`src/rtl/spi_reg_responder.sv`:
```
// SPI mode-0 register slave: header {rw, addr} followed by an auto-incrementing data burst,
// with all pads oversampled in the clk domain and a registered local read port.
module spi_reg_responder #(
  parameter int         ADDR_W    = 4,
  parameter logic [7:0] ID_BYTE   = 8'hA5,
  parameter logic [7:0] RESET_VAL = 8'h00
) (
  input  logic              clk,
  input  logic              reset,
  input  logic              spck,
  input  logic              ncs,
  input  logic              mosi,
  output logic              miso,
  input  logic [ADDR_W-1:0] host_addr,
  output logic [7:0]        host_rdata,
  output logic              wr_tick,
  output logic [ADDR_W-1:0] wr_addr,
  output logic [7:0]        wr_data,
  output logic              busy,
  output logic              frame_done
);

  localparam int DEPTH = 1 << ADDR_W;

  typedef enum logic [1:0] {IDLE, HDR, DATA} state_t;

  state_t            state;
  logic [1:0]        spck_sync;
  logic [1:0]        ncs_sync;
  logic [1:0]        mosi_sync;
  logic              spck_d;
  logic              ncs_d;
  logic [6:0]        rx_shreg;
  logic [7:0]        tx_shreg;
  logic [2:0]        bit_cnt;
  logic              byte_done;
  logic              rw;
  logic [ADDR_W-1:0] addr;
  logic              wr_pend;
  logic [7:0]        regfile [DEPTH];

  logic       spck_rise;
  logic       spck_fall;
  logic       ncs_fall;
  logic [7:0] rx_byte;

  // ncs synchroniser resets low so a frame already running at reset release never looks like a new start
  always_ff @(posedge clk or posedge reset) begin
    if (reset) begin
      spck_sync <= 2'b00;
      ncs_sync  <= 2'b00;
      mosi_sync <= 2'b00;
      spck_d    <= 1'b0;
      ncs_d     <= 1'b0;
    end else begin
      spck_sync <= {spck_sync[0], spck};
      ncs_sync  <= {ncs_sync[0], ncs};
      mosi_sync <= {mosi_sync[0], mosi};
      spck_d    <= spck_sync[1];
      ncs_d     <= ncs_sync[1];
    end
  end

  assign spck_rise = spck_sync[1] & ~spck_d;
  assign spck_fall = ~spck_sync[1] & spck_d;
  assign ncs_fall  = ncs_d & ~ncs_sync[1];
  assign rx_byte   = {rx_shreg, mosi_sync[1]};

  always_ff @(posedge clk or posedge reset) begin
    if (reset) begin
      state      <= IDLE;
      miso       <= 1'b0;
      busy       <= 1'b0;
      frame_done <= 1'b0;
      wr_tick    <= 1'b0;
      wr_pend    <= 1'b0;
      wr_addr    <= '0;
      wr_data    <= 8'h00;
      rx_shreg   <= 7'h00;
      tx_shreg   <= 8'h00;
      bit_cnt    <= 3'd0;
      byte_done  <= 1'b0;
      rw         <= 1'b0;
      addr       <= '0;
      for (int i = 0; i < DEPTH; i++) begin
        regfile[i] <= RESET_VAL;
      end
    end else begin
      wr_tick    <= wr_pend;
      wr_pend    <= 1'b0;
      frame_done <= 1'b0;
      if (ncs_sync[1]) begin
        if (state != IDLE) begin
          frame_done <= 1'b1;
        end
        state     <= IDLE;
        busy      <= 1'b0;
        miso      <= 1'b0;
        bit_cnt   <= 3'd0;
        byte_done <= 1'b0;
      end else begin
        case (state)
          IDLE: begin
            if (ncs_fall) begin
              state     <= HDR;
              busy      <= 1'b1;
              tx_shreg  <= ID_BYTE;
              miso      <= ID_BYTE[7];
              bit_cnt   <= 3'd0;
              byte_done <= 1'b0;
            end
          end
          HDR, DATA: begin
            if (spck_rise) begin
              rx_shreg <= rx_byte[6:0];
              bit_cnt  <= bit_cnt + 3'd1;
              if (bit_cnt == 3'd7) begin
                byte_done <= 1'b1;
                if (state == HDR) begin
                  rw    <= rx_byte[7];
                  addr  <= rx_byte[ADDR_W-1:0];
                  state <= DATA;
                end else if (!rw) begin
                  regfile[addr] <= rx_byte;
                  wr_addr       <= addr;
                  wr_data       <= rx_byte;
                  wr_pend       <= 1'b1;
                  addr          <= addr + 1'b1;
                end
              end
            end else if (spck_fall) begin
              // The falling edge after a completed byte starts the next outgoing byte
              if (byte_done) begin
                byte_done <= 1'b0;
                if (rw) begin
                  tx_shreg <= regfile[addr];
                  miso     <= regfile[addr][7];
                  addr     <= addr + 1'b1;
                end else begin
                  tx_shreg <= 8'h00;
                  miso     <= 1'b0;
                end
              end else begin
                tx_shreg <= {tx_shreg[6:0], 1'b0};
                miso     <= tx_shreg[6];
              end
            end
          end
          default: begin
            state <= IDLE;
            busy  <= 1'b0;
          end
        endcase
      end
    end
  end

  always_ff @(posedge clk or posedge reset) begin
    if (reset) begin
      host_rdata <= 8'h00;
    end else begin
      host_rdata <= regfile[host_addr];
    end
  end

endmodule
```
`config.mk`:
```
export PLATFORM = sky130hd
export DESIGN_NAME = spi_reg_responder
export DESIGN_NICKNAME = d
export VERILOG_FILES = /design/src/rtl/spi_reg_responder.sv
export SDC_FILE = /design/constraint.sdc
export NUM_CORES = 1
export LEC_CHECK = 0
export CAP_MARGIN = 20
export CORE_MARGIN = 4
export CORE_UTILIZATION = 35
export CTS_BUF_LIST = sky130_fd_sc_hd__clkbuf_8 sky130_fd_sc_hd__clkbuf_16
export DETAILED_ROUTE_END_ITERATION = 8
export SLEW_MARGIN = 0
export SYNTH_ARGS = -nofsm -noshare
export SYNTH_HDL_FRONTEND = slang
export SYNTH_SLANG_ARGS = --single-unit
```
`constraint.sdc`:
```
create_clock -name clk -period 11.3 [get_ports clk]
set_clock_uncertainty 0.1 [all_clocks]
set_input_delay 2.26 -clock clk [delete_from_list [all_inputs] [get_ports clk]]
set_output_delay 2.26 -clock clk [all_outputs]
set_load 0.05 [all_outputs]
```
==> metrics.cfg <==
[run_status]
outcome = finished clean

[clock_network]
cts_tree = built
cts.sinks = 186
clk_pin_slew_worst_paths_ns = 0.08
cts_made_buffers = 17
clk_path_buf_depth = 2
cts_hold_buf = 0
clk_latency_ns = 0.43
htree_levels = 4
cts_setup_buffers = 0
clockRootBuffer = clkbuf_16
ctsResizeCount = 0

[die]
coreArea_sq_um = 26200
num_rows = 59
ios = 33
die_w_um = 172
die_area_sq_um = 29500
die_y_um = 172
initial_core_util_pct = 35.8

[run]
timing.max_cap.violations = 0

[setup_path]
r2r_slack_ns = 8.46
r2r_cells = 7
path_cells = clkdlybuf4s50_1
timing.rr.end = regfile[62]
cp.buffers_inverters = 1
path_class = reg -> out
crit_path_start_kind = flop
crit_arrival_ns = 1.64
slowest_stage = clkdlybuf4s50_1
path_max_fanout = 1
cp.required_ns = 8.94
timing.rr.start = state[0]
critical-path-max-stage-delay_ns = 0.82
endpoint_kind = primary output
crit_family = buffers and inverters

[power]
powerDensity_nw_per_um2 = 128
p_leak_nw = 4.74
peakVddDrop_mv = 0.105

[timing]
rsz0062_at_grt = false
slew_headroom_pct = 37.7
min_period_ns = 4.00
clock.fmax_ghz = 0.250
maxSlewViolCount = 0
post-route-period-util_pct = 35.4
hold_viol_final = 0
finalSetupTns_ns = 0
setup_violations = 0
worst_slew_pin_slew_ns = 0.934

[synth]
post-synth-top-area-cell = dfrtp_1
seq_area_frac_synth_pct = 49.6
synthesis.area_sq_um = 9390
synth_top_area_share_pct = 49.6
avgSynthCellArea_sq_um = 14.6
ys_types = 47
synth_area_leaders = dfrtp_1 (50%), mux2_2 (19%), mux4_2 (14%)
ys.warnings.count = 0
synth_seq_cells = 186
postSynthCellCount = 643
syn_nets = 660

[finish]
multi_input_area_sq_um = 4440
fin_nets = 669
final_area_sq_um = 10500
syn_to_final_growth_pct = 12.3
fillers = 2307
final_cell_mix = dfrtp_1 (185), mux2_2 (161), mux4_2 (59)
drive_gt1_share_pct = 42.9
register_area_sq_um = 4660
layout_commonest_cell = dfrtp_1
fin_util_pct = 40.2

[drt]
drcViolationCount = 0
routed_wl_um = 22400
vias = 5728
drtAntennaViolNets = 0
wire_per_inst_um = 22.4
vias_per_cell = 5.72
drt_iter0_drc = 426
first_pass_iters = 5

[placement]
place_congestion = 0.835
placed_area_sq_um = 9920
io_buffers = 32
hpwl_um = 15600

[worst_hold_path]
holdPathStages = 0
hold_class = reg -> reg
whs_endpoint = ncs_sync[1]
min_from = ncs_sync[0]

[global_route]
antenna_found_initial = 0
grt_pass1_vias = 6013
grt_pass1_wl_um = 36200
grt_max_degree = 107
grtUsageTotal_pct = 15.8
overflow = 0

[stage by stage]
| stage | setup slack [ns] | hold WS (ns) | instances | total power, mW |
|---|---|---|---|---|
| final | 7.30 | 0.242 | 1001 | 1.35 |
| after floorplan | 3.88 | 0.231 | 643 | 0.749 |
| after global routing | 7.25 | 0.262 | 1000 | 1.40 |
| after CTS | 7.07 | 0.243 | 998 | 1.36 |
| after detailed placement | 6.60 | 0.235 | 966 | 0.773 |
| after global placement | 6.74 | 0.232 | 966 | 0.768 |
[cell usage after synthesis (all sizes together)]
cell       n
a221oi     4
a2111oi    9
nor4bb     1
and3       2
buf       27
inv        8
nor2      24
a31oi      2
mux2i      2
o22ai      5
clkbuf    24
o21ai      9
nand4      4
a211o      1
or3        1
nand3b     2
nand2     18
o22a       2
o31ai      2
ha         8
mux2     161
a21oi     11
and2      14
nand2b     6
dfrtp    186
a211oi    10
mux4      60
a2111o     1
nand3     14
nor4       3
a22oi      3
nor3       7
a22o       6
nor2b      6
[cell type report]
type,instances,area share (%)
Timing Repair Buffer,41,3.94
Clock buffer,18,4.16
Antenna cell,1,0.0237
Tap cell,335,3.97
Clock inverter,14,1.30
Multi-Input combinational cell,398,42.1
Sequential cell,186,44.1
Inverter,8,0.332
[how the worst max path moves through the flow]
stage | cells past startpoint | slack, ns | startpoint | to
floorplan | 1 | 3.88 | reset | addr[0]
global placement | 3 | 6.74 | reset | addr[1]
detailed placement | 3 | 6.60 | reset | addr[1]
CTS | 3 | 7.07 | reset | addr[1]
global route | 1 | 7.25 | busy | busy
finish | 1 | 7.30 | host_rdata[6] | host_rdata[6]
[report_power, final]
part	leakage, nW	switching (mW)	internal (mW)	total [mW]
combinational	1.90	0.0387	0.0231	0.0617
clock	0.282	0.276	0.316	0.592
sequential	2.56	0.0250	0.673	0.698
total	4.74	0.339	1.01	1.35
[flip-flops by register name, indices dropped and copies added, names as in the netlist, 2 cells and up]
register and count:
regfile 128, host_rdata 8, wr_data 8, rx_shreg 7, tx_shreg 7, addr 4
wr_addr 4, bit_cnt 3, mosi_sync 2, ncs_sync 2, spck_sync 2, state 2
[logic make-up after synthesis]
| kind of cell | synth area share, % |
|---|---|
| mux | 33.9 |
| flops | 49.6 |
| compound gates | 5.24 |
| simple gates | 7.06 |
| buf+inv | 3.13 |
| fa+ha+maj | 1.07 |
[per-layer routing]
layer	vias to the layer above	routed length (um)	global-route usage [%]
met5	-	0	0
met4	0	484	5.30
met3	32	692	2.37
met2	148	11600	26.7
met1	3083	9660	21.0
li1	2465	-	-
Power figures use the tool's default switching activity.
